File: config.mk
export PLATFORM = sky130hd
export DESIGN_NAME = otter_pc_sequencer
export DESIGN_NICKNAME = d
export VERILOG_FILES = /design/src/rtl/otter_pkg.sv /design/src/rtl/branch_cond_gen.sv /design/src/rtl/otter_pc_sequencer.sv
export SDC_FILE = /design/constraint.sdc
export NUM_CORES = 1
export LEC_CHECK = 0
export ABC_AREA = 1
export BUFFER_PORTS_ARGS = -buffer_cell sky130_fd_sc_hd__buf_2
export CORE_ASPECT_RATIO = 0.5
export CORE_UTILIZATION = 39
export CTS_BUF_LIST = sky130_fd_sc_hd__clkbuf_4 sky130_fd_sc_hd__clkbuf_8
export CTS_CLUSTER_DIAMETER = 100
export DETAILED_ROUTE_END_ITERATION = 6
export HOLD_SLACK_MARGIN = 0.12
export PLACE_DENSITY = 0.91
export SYNTH_ARGS = -nofsm -noshare
export SYNTH_HDL_FRONTEND = slang
export SYNTH_HIERARCHICAL = 1
export SYNTH_SLANG_ARGS = --single-unit
File: constraint.sdc
create_clock -name clk -period 2.8 [get_ports clk]
set_input_delay 0.7 -clock clk [delete_from_list [all_inputs] [get_ports clk]]
set_output_delay 0.7 -clock clk [all_outputs]
set_load 0.01 [all_outputs]
File: src/rtl/otter_pkg.sv
// Shared opcodes, FSM states and PC mux encodings for the OTTER multicycle control path.
package otter_pkg;

  localparam logic [6:0] OP_LUI    = 7'b0110111;
  localparam logic [6:0] OP_AUIPC  = 7'b0010111;
  localparam logic [6:0] OP_IMM    = 7'b0010011;
  localparam logic [6:0] OP_REG    = 7'b0110011;
  localparam logic [6:0] OP_JAL    = 7'b1101111;
  localparam logic [6:0] OP_JALR   = 7'b1100111;
  localparam logic [6:0] OP_BRANCH = 7'b1100011;
  localparam logic [6:0] OP_STORE  = 7'b0100011;
  localparam logic [6:0] OP_LOAD   = 7'b0000011;
  localparam logic [6:0] OP_SYSTEM = 7'b1110011;

  typedef enum logic [1:0] {FETCH, EXEC, WB, INTR} state_t;

  localparam logic [2:0] PC_NEXT   = 3'd0;
  localparam logic [2:0] PC_JALR   = 3'd1;
  localparam logic [2:0] PC_BRANCH = 3'd2;
  localparam logic [2:0] PC_JAL    = 3'd3;
  localparam logic [2:0] PC_MTVEC  = 3'd4;
  localparam logic [2:0] PC_MEPC   = 3'd5;

endpackage

File: src/rtl/branch_cond_gen.sv
// Branch condition evaluation for the RV32I conditional branches, selected by func3.
module branch_cond_gen (
  input  logic [31:0] rs1,
  input  logic [31:0] rs2,
  input  logic [2:0]  func3,
  output logic        br_taken
);

  always_comb begin
    br_taken = 1'b0;
    case (func3)
      3'b000:  br_taken = (rs1 == rs2);
      3'b001:  br_taken = (rs1 != rs2);
      3'b100:  br_taken = ($signed(rs1) <  $signed(rs2));
      3'b101:  br_taken = ($signed(rs1) >= $signed(rs2));
      3'b110:  br_taken = (rs1 <  rs2);
      3'b111:  br_taken = (rs1 >= rs2);
      default: br_taken = 1'b0;
    endcase
  end

endmodule

File: src/rtl/otter_pc_sequencer.sv
// Multicycle FETCH/EXEC/WB/INTR sequencer for the OTTER core.
// Interrupt entry exists only when OTTER_INTR_EN is defined.
module otter_pc_sequencer
  import otter_pkg::*;
(
  input  logic        clk,
  input  logic        rst,
  input  logic [6:0]  opcode,
  input  logic [2:0]  func3,
  input  logic [31:0] rs1,
  input  logic [31:0] rs2,
  input  logic        intr,
  input  logic        mie,
  output logic        PCWrite,
  output logic [2:0]  pcSource,
  output logic        regWrite,
  output logic        memRDEN1,
  output logic        memRDEN2,
  output logic        memWE2,
  output logic        csr_WE,
  output logic        int_taken,
  output logic        mret_exec
);

  state_t state, state_nxt;
  logic   br_taken;
  logic   irq_take;

  branch_cond_gen u_br (
    .rs1      (rs1),
    .rs2      (rs2),
    .func3    (func3),
    .br_taken (br_taken)
  );

`ifdef OTTER_INTR_EN
  assign irq_take = intr & mie;
`else
  logic unused_irq;
  assign unused_irq = intr ^ mie;
  assign irq_take   = 1'b0;
`endif

  always_ff @(posedge clk) begin
    if (rst) state <= FETCH;
    else     state <= state_nxt;
  end

  always_comb begin
    state_nxt = FETCH;
    case (state)
      FETCH:   state_nxt = EXEC;
      EXEC:    state_nxt = (opcode == OP_LOAD) ? WB : (irq_take ? INTR : FETCH);
      WB:      state_nxt = irq_take ? INTR : FETCH;
      default: state_nxt = FETCH;
    endcase
  end

  // Reset gates every strobe so an instruction interrupted by rst writes nothing.
  always_comb begin
    PCWrite   = 1'b0;
    pcSource  = PC_NEXT;
    regWrite  = 1'b0;
    memRDEN1  = 1'b0;
    memRDEN2  = 1'b0;
    memWE2    = 1'b0;
    csr_WE    = 1'b0;
    int_taken = 1'b0;
    mret_exec = 1'b0;
    if (!rst) begin
      case (state)
        FETCH: memRDEN1 = 1'b1;
        EXEC: begin
          PCWrite = 1'b1;
          case (opcode)
            OP_LUI, OP_AUIPC, OP_IMM, OP_REG: regWrite = 1'b1;
            OP_JAL: begin
              regWrite = 1'b1;
              pcSource = PC_JAL;
            end
            OP_JALR: begin
              regWrite = 1'b1;
              pcSource = PC_JALR;
            end
            OP_BRANCH: pcSource = br_taken ? PC_BRANCH : PC_NEXT;
            OP_STORE:  memWE2   = 1'b1;
            OP_LOAD:   memRDEN2 = 1'b1;
            OP_SYSTEM: begin
              if (func3 == 3'b000) begin
                pcSource  = PC_MEPC;
                mret_exec = 1'b1;
              end else begin
                csr_WE   = 1'b1;
                regWrite = 1'b1;
              end
            end
            default: ;
          endcase
        end
        WB: regWrite = 1'b1;
`ifdef OTTER_INTR_EN
        INTR: begin
          PCWrite   = 1'b1;
          pcSource  = PC_MTVEC;
          int_taken = 1'b1;
        end
`endif
        default: ;
      endcase
    end
  end

endmodule

==> impl_metrics.ini, run 1 <==
[status]
outcome = finished, violations left
violations = negative setup slack

[power]
swShare_pct = 38.6
seq_power_share_pct = 7.4
switchingPower_uw = 159
vdd_ir_drop_max_v = 0.000131
power_leakage_nw = 1.26
combPwrFrac_pct = 64.9
p_clk_share_pct = 27.7
p_int_uw = 253
p_per_area_nw_per_um2 = 194
power_uw = 412

[floorplan]
core_um2 = 3070
std_cell_rows = 14
io_pins = 89
dieWidth_um = 83.3
start_util_pct = 42.0
fp.dieH_um = 42.7
dieArea_um2 = 3550

[critical_path]
cp.required_ps = 2100
worst_r2r_endpoint = state[1]$_SDFF_PP0_
arrival_ps = 2500
cp-startpoint = rs2[7]
crit_type = input pin to primary output
r2r-start = state[1]$_SDFF_PP0_
endpoint_kind = primary output
cp-start-kind = input pin
rr_worst_depth = 6
reg2reg_slack_ps = 1550
cp-endpoint = pcSource[1]
crit_fanout = 4

[clock_network]
clock_latency_ps = 210
numCtsBuffers = 3
cts-root-buf = clkbuf_8
cts_max_path_buffers = 2
cts_tree = done
htree_levels = 1
cts_sinks = 2
cts.clk_slew.worst_paths_ps = 30

[timing]
setup_viol_count_final = 1
finalCriticalPeriod_ps = 3200
skew_ps = 4.06
slew_viol_final = 0
timing.fmax_mhz = 313
setup_tns_ps = -399
rsz0062_at_grt = true
period_share_pct = 114
worst_hold_slack_ps = 718
setup_ws_ps = -399
finalHoldViolations = 0

[route]
drc = 0
wl_per_cell_um = 10.8
wl_met2_mm = 2.11
route.met3.wl_um = 177
ant_nets = 0
drt_first_pass_iters = 5
via_per_inst = 4.87
wirelength_mm = 3.80
route.vias.total = 1715
top_layer_used = met4
drtIter0Drc = 105
wl_met1_mm = 1.39

[global_routing]
grt_use_total_pct = 20.5
grt_pass1_wl_mm = 6.09
first_global_vias = 1717
overflow = 0
grt_start_max_net_pins = 6
antenna_found_initial = 0

[layout]
diodes = 0
mostFrequentLayoutCells = buf_2, inv_1, nand2_1
final_common_cell = buf_2
largest_reg_flops = 2
fin_util_pct = 69.3
reg.largest.list = state x2
layout.nets = 427
regMostFlops = state
layout-drive-gt1-share_pct = 44.9
area_delta_synth_final_pct = 64.8

[logic_synthesis]
ys_top_cells_by_area = ha_1, inv_1, nand2_1, nor2_1, a21oi_1
synth_top_area_share_pct = 34.0
yosys.area.top_type = ha_1
synth_cell_types = 22
synth_cells = 222
synth_fp_nets = 335
synth_warnings = 6
ys_seq_elements = 2
syn_area_um2 = 1290
avgSynthCellArea_um2 = 5.81
yosysSeqAreaShare_pct = 3.11

[job]
cap_violations = 0

[place]
port_buffers = 85
dp_slack_ps = -472
place_congestion = 0.798
dp_hpwl_mm = 3.04

[worst_hold_path]
min_path_type = input pin to flop
[through the flow]
stage / std cells / instance area [um^2]
2_1_floorplan: 222 / 1400
3_3_place_gp: 347 / 1870
3_5_place_dp: 347 / 1870
4_1_cts: 352 / 1980
5_1_grt: 352 / 2120
6_report: 352 / 2120
[cell type report]
cell class | instances | area (um^2)
multi-input combinational | 160 | 1260
fill | 245 | 942
timing repair buffer | 88 | 489
inverter | 59 | 239
tap | 40 | 50.0
clock buffer | 3 | 41.3
sequential | 2 | 40.0
[power groups by stage]
stage                     Sequential, mW  Clock [mW]  Combinational [mW]
after global placement            0.0307           0               0.210
final                             0.0305       0.114               0.267
after CTS                         0.0305       0.115               0.236
after detailed placement          0.0308           0               0.224
after floorplan                   0.0306           0               0.133
after global routing              0.0305       0.120               0.302
[worst min path at each step]
stage,startpoint,to,cells past startpoint
after floorplan,state[1]$_SDFF_PP0_,state[0]$_SDFF_PP0_,4
after global placement,state[1]$_SDFF_PP0_,state[0]$_SDFF_PP0_,4
after detailed placement,state[1]$_SDFF_PP0_,state[0]$_SDFF_PP0_,4
final,rst,state[0]$_SDFF_PP0_,2
after CTS,rst,state[0]$_SDFF_PP0_,2
after global routing,rst,state[0]$_SDFF_PP0_,2
[metal layers]
layer | vias to the layer above | GRT usage [%]
met5 | - | 0
met4 | 0 | 8.28
met3 | 17 | 2.14
met2 | 64 | 46.9
met1 | 761 | 18.4
li1 | 873 | -
[kinds of logic after synthesis]
| kind of cell | count (synthesis) | share of synthesized area [%] |
|---|---|---|
| DFF | 2 | 3.11 |
| adders and majority gates | 35 | 34.0 |
| buffers and inverters | 60 | 17.8 |
| AOI/OAI and AO/OA | 23 | 9.81 |
| and+or+nand+nor | 101 | 35.0 |
| other | 1 | 0.291 |
[critical path, stage by stage]
cell and delay [ps]:
buf_2 80, inv_1 40, ha_1 310, a21o_1 210, nor2_2 100, nand2_1 60, nand2_1 70, nand2_2 60
nand2_2 90, nand3_1 80, nand2_1 80, inv_1 40, nor2_1 110, nand3_1 80, nand2_1 60, o21ai_1 50
nor3b_4 140, buf_2 130
[Yosys cell counts (all sizes together)]
cell type and number:
nor3 5, nand2 52, nor2 24, a21oi 15, o21ai 5, dfxtp 2, nand3 15, buf 1
nor3b 2, nand4 3, a21o 1, inv 59, ha 35, conb 1, o21a 2
[what timing repair did]
action	4_1_cts	5_1_grt
pin swaps	17	22
setup buffers	2	0
resized for setup	12	24
hold buffers	0	0
setup endpoints to repair	1	1
No activity file was read; power rests on OpenSTA's default activity.
==> run 2: changes to the inputs <==
--- a/config.mk
+++ b/config.mk
@@ -16,5 +16,4 @@
 export PLACE_DENSITY = 0.91
 export SYNTH_ARGS = -nofsm -noshare
 export SYNTH_HDL_FRONTEND = slang
-export SYNTH_HIERARCHICAL = 1
 export SYNTH_SLANG_ARGS = --single-unit
==> impl_metrics.ini, run 2 <==
[status]
outcome = finished, violations left
violations = design-rule violations, negative setup slack

[critical_path]
crit_type = input pin to primary output
path_buf_inv = 3
path_delay_family = simple AND/OR/NAND/NOR gates
cp-start-kind = input pin
crit_fanout = 4
arrival_ps = 2490
endpoint_kind = primary output
cp.required_ps = 2100
cpMaxStageDelayCell = ha_1
cpMostUsedCell = nand2_1
max_stage_delay_ps = 320
crit_chain = buf_2 -> ha_1 -> nand2_1 -> inv_2 -> nand2_1 -> nand2_1 -> nand2_1 -> nand2_1 -> nand2_1 -> nand2_1 -> nand2_2 -> nand3_1 -> nand3_2 -> nand2_1 -> nand3_1 -> nand2_1 -> a21oi_2 -> buf_2

[global_routing]
grt_start_max_net_pins = 6
antenna_found_initial = 0
first_global_vias = 1685
overflow = 0
grt_use_total_pct = 22.5
grt_pass1_wl_mm = 6.51

[worst_hold_path]
min_path_type = flop to flop

[floorplan]
io_pins = 89
std_cell_rows = 14
dieWidth_um = 83.8
core_um2 = 3100
fp.dieH_um = 42.9
dieArea_um2 = 3600
start_util_pct = 42.1

[layout]
multi_input_area_um2 = 1230
largest_reg_flops = 2
fillers = 236
area.sequential_um2 = 40.0
mostFrequentLayoutCells = buf_2, inv_1, nand2_1
regMostFlops = state
layout-drive-gt1-share_pct = 45.1
reg.largest.list = state x2
stdcell_count = 346
diodes = 0
final_common_cell = buf_2
layout.nets = 421
postLayoutCellArea_um2 = 2080
area_delta_synth_final_pct = 59.6

[logic_synthesis]
synth_warnings = 0
synth_cells = 216
synthArstFlopShare_pct = 0
ys_top_cells_by_count = inv_1, nand2_1, ha_1
synthFlopType = dfxtp_1
ys_top_cells_by_area = ha_1, inv_1, nand2_1, a21oi_1, nand3_1
ys_seq_elements = 2
syn_area_um2 = 1310
yosys.area.top_type = ha_1
yosysSeqAreaShare_pct = 3.07
synth_cell_types = 28
yosysMostFrequentCell = inv_1
avgSynthCellArea_um2 = 6.04
synth_fp_nets = 329
synth-edff-count = 0
synth_top_area_share_pct = 33.6

[timing]
finalHoldViolations = 0
slew_viol_final = 0
timing.fmax_mhz = 313
setup_ws_ps = -392
finalCriticalPeriod_ps = 3190
setup_viol_count_final = 1
rsz0062_at_grt = true
period_share_pct = 114
skew_ps = 4.67

[route]
drc = 6
wl_per_cell_um = 12.1
ant_nets = 0
drt_first_pass_iters = 6
wirelength_mm = 4.18
via_per_inst = 5.01
drtIter0Drc = 40
route.vias.total = 1732

[job]
cap_violations = 0

[place]
port_buffers = 85
place_congestion = 0.773
dp_slack_ps = -307
numPlacedInstances = 342
dp_hpwl_mm = 3.01
dpl_cell_area_um2 = 1790

[power]
vdd_ir_drop_max_v = 0.000350
p_per_area_nw_per_um2 = 202
power_leakage_nw = 1.24

[clock_network]
numCtsBuffers = 3
cts.clk_slew.worst_paths_ps = 30
cts_tree = done
cts-root-buf = clkbuf_8
cts_max_path_buffers = 2
cts_sinks = 2
clock_latency_ps = 210
htree_levels = 1
[run 2: changes by cell type in the layout (fill, tap and decap cells not counted), moves of 4 or more]
cell    before  now
nor2_2       8    3
inv_2        5   11
buf_6        5    9
inv_1       51   46
[run 2: cell type report]
cell class | count | area share (%)
Multi-Input combinational cell | 154 | 58.9
Timing Repair Buffer | 88 | 24.1
Inverter | 59 | 10.8
Tap cell | 40 | 2.40
Clock buffer | 3 | 1.98
Sequential cell | 2 | 1.92
[run 2: cell families after synthesis]
logic type      after synthesis  share of synthesized area, %
compound gates               23                          10.8
fa+ha+maj                    35                          33.6
buf+inv                      60                          17.5
flops                         2                          3.07
other cells                   1                         0.287
simple gates                 95                          34.7
[run 2: final timing paths]
path | startpoint | cells after the start | to | slack, ps
setup / recovery | rs1[3] | 18 | pcSource[1] | -390
hold / removal | state[1]$_SDFF_PP0_ | 4 | state[0]$_SDFF_PP0_ | 680
setup reg to reg | state[1]$_SDFF_PP0_ | 6 | state[1]$_SDFF_PP0_ | 1580
hold reg to reg | state[1]$_SDFF_PP0_ | 4 | state[0]$_SDFF_PP0_ | 680
[run 2: metrics by stage]
stage                     hold slack (ps)  utilization, %  power (mW)  setup TNS (ps)
after CTS                             682            64.9       0.397            -275
after global placement                654            57.7       0.232            -261
after detailed placement              690            57.7       0.245            -307
after global routing                  707            67.2       0.456            -564
final                                 681            67.2       0.421            -392
after floorplan                       618               -       0.160               0
[run 2: metal layers]
metal	part of all wire, %	global-route usage, %	up-vias
li1	-	-	860
met1	35	21.0	757
met2	54	46.7	85
met3	5.0	4.28	30
met4	5.4	13.8	0
met5	0	0	-
[run 2: power by group]
group | switching, mW | leakage [nW] | total, mW | internal (mW)
sequential | 0.000482 | 0.0164 | 0.0303 | 0.0298
clock | 0.0230 | 0.0216 | 0.114 | 0.0909
combinational | 0.145 | 1.20 | 0.276 | 0.131
total | 0.168 | 1.24 | 0.421 | 0.252
[run 2: timing repair]
item	CTS	global route
pin swaps	16	2
buffers inserted	1	0
resized for setup	31	13
setup endpoints to repair	1	2
hold buffers	0	0
[run 2: tightest hold or removal path, stage by stage, from the launching register on]
cell     delay [ps]
dfxtp_1         300
inv_1            80
ha_1            140
inv_1            50
nor2_1           80
==> run 3: changes to the inputs <==
==> constraint.sdc (replaced) <==
create_clock -name clk -period 2.8 [get_ports clk]
set_input_delay 0.7 -clock clk [delete_from_list [all_inputs] [get_ports clk]]
set_output_delay 0.7 -clock clk [all_outputs]
set_load 0.005 [all_outputs]
==> impl_metrics.ini, run 3 (synthesis results as in run 2) <==
[critical_path]
r2r-start = state[1]$_SDFF_PP0_
rr_worst_depth = 6
cp.required_ps = 2100
cp-startpoint = rs2[23]
crit_type = input pin to primary output
cp-start-kind = input pin
arrival_ps = 2400
crit_fanout = 4
endpoint_kind = primary output

[layout]
mostFrequentLayoutCells = buf_2, inv_1, nand2_1
final_common_cell = buf_2
reg.largest.list = state x2
regMostFlops = state
fin_util_pct = 68.0
area_delta_synth_final_pct = 61.6
layout.nets = 422
diodes = 0
largest_reg_flops = 2
layout-drive-gt1-share_pct = 45.9

[timing]
worst_hold_slack_ps = 691
finalCriticalPeriod_ps = 3100
skew_ps = 1.87
period_share_pct = 111
setup_viol_count_final = 1
setup_ws_ps = -299
timing.fmax_mhz = 323
setup_tns_ps = -299
rsz0062_at_grt = true
finalHoldViolations = 0
slew_viol_final = 0

[status]
violations = design-rule violations, negative setup slack
outcome = finished, violations left

[clock_network]
clock_latency_ps = 210
cts_tree = done
cts_sinks = 2
cts.clk_slew.worst_paths_ps = 30
cts-root-buf = clkbuf_8
cts_hold_buf = 0
numCtsBuffers = 3
cts_max_path_buffers = 2
htree_levels = 1

[place]
port_buffers = 85
dp_hpwl_mm = 3.04
place_congestion = 0.769

[global_routing]
grt_use_total_pct = 23.8
antenna_found_initial = 0
grt_start_max_net_pins = 6
grt_pass1_wl_mm = 6.87
overflow = 0
first_global_vias = 1784

[power]
power_leakage_nw = 1.25
power_uw = 427
p_per_area_nw_per_um2 = 202
vdd_ir_drop_max_v = 0.000330

[worst_hold_path]
min-delay-start = state[0]$_SDFF_PP0_
min_path_type = flop to flop
hold-path-cell-count = 4

[floorplan]
io_pins = 89
start_util_pct = 42.1
dieArea_um2 = 3600
fp.dieH_um = 42.9
core_um2 = 3100
std_cell_rows = 14
dieWidth_um = 83.8

[route]
drtIter0Drc = 27
drt_first_pass_iters = 6
ant_nets = 0
wl_per_cell_um = 12.3
drc = 5
route.vias.total = 1697
wirelength_mm = 4.26
via_per_inst = 4.89

[job]
cap_violations = 0
==> run 3: area by class of cell <==
| cell class | count | area (um^2) |
|---|---|---|
| inverter | 59 | 224 |
| tap | 40 | 50.0 |
| sequential | 2 | 40.0 |
| multi-input combinational | 154 | 1240 |
| fill | 245 | 992 |
| clock buffer | 3 | 41.3 |
| timing repair buffer | 89 | 509 |
==> run 3: power breakdown <==
group | internal, mW | leakage, nW | switching [mW]
Clock | 0.0913 | 0.0216 | 0.0259
Sequential | 0.0298 | 0.0164 | 0.000489
Combinational | 0.136 | 1.21 | 0.143
==> run 3: worst paths after layout <==
kind,end,slack (ps)
max,pcSource[1],-300
min,state[0]$_SDFF_PP0_,690
max reg2reg,state[1]$_SDFF_PP0_,1510
min reg2reg,state[0]$_SDFF_PP0_,690
==> run 3: repair_timing <==
| item | CTS | global route |
|---|---|---|
| cloned | 0 | 0 |
| resized for setup | 36 | 11 |
| pin swaps | 17 | 6 |
| endpoints found under the setup margin | 1 | 2 |
| setup buffers | 2 | 0 |
==> run 3: stage by stage <==
step	cells	worst slack, ps	instance area, um^2
finish	347	-299	2110
CTS	347	-286	2050
global route	347	-460	2110
floorplan	216	69.1	1310
detailed placement	342	-306	1790
global placement	342	-243	1790
==> run 3: worst max-delay path, cell delays in order <==
cell,delay (ps)
buf_2,70
inv_1,50
ha_4,270
nand2_2,70
nor2_4,120
inv_2,80
nor4_4,260
nand2_2,120
nand2_1,80
nand2_1,60
nand3_1,70
nand2_1,60
nand3_2,70
nand2_1,60
a21oi_2,130
buf_2,120
==> run 3: metal layers <==
| metal | routed length (um) | vias up | global-route usage (%) | share of wire [%] |
|---|---|---|---|---|
| met1 | 1590 | 757 | 22.3 | 37 |
| met4 | 159 | 0 | 14.1 | 3.7 |
| met2 | 2390 | 57 | 50.0 | 56 |
| met5 | 0 | - | 0 | 0 |
| li1 | - | 863 | - | - |
| met3 | 125 | 20 | 3.89 | 2.9 |
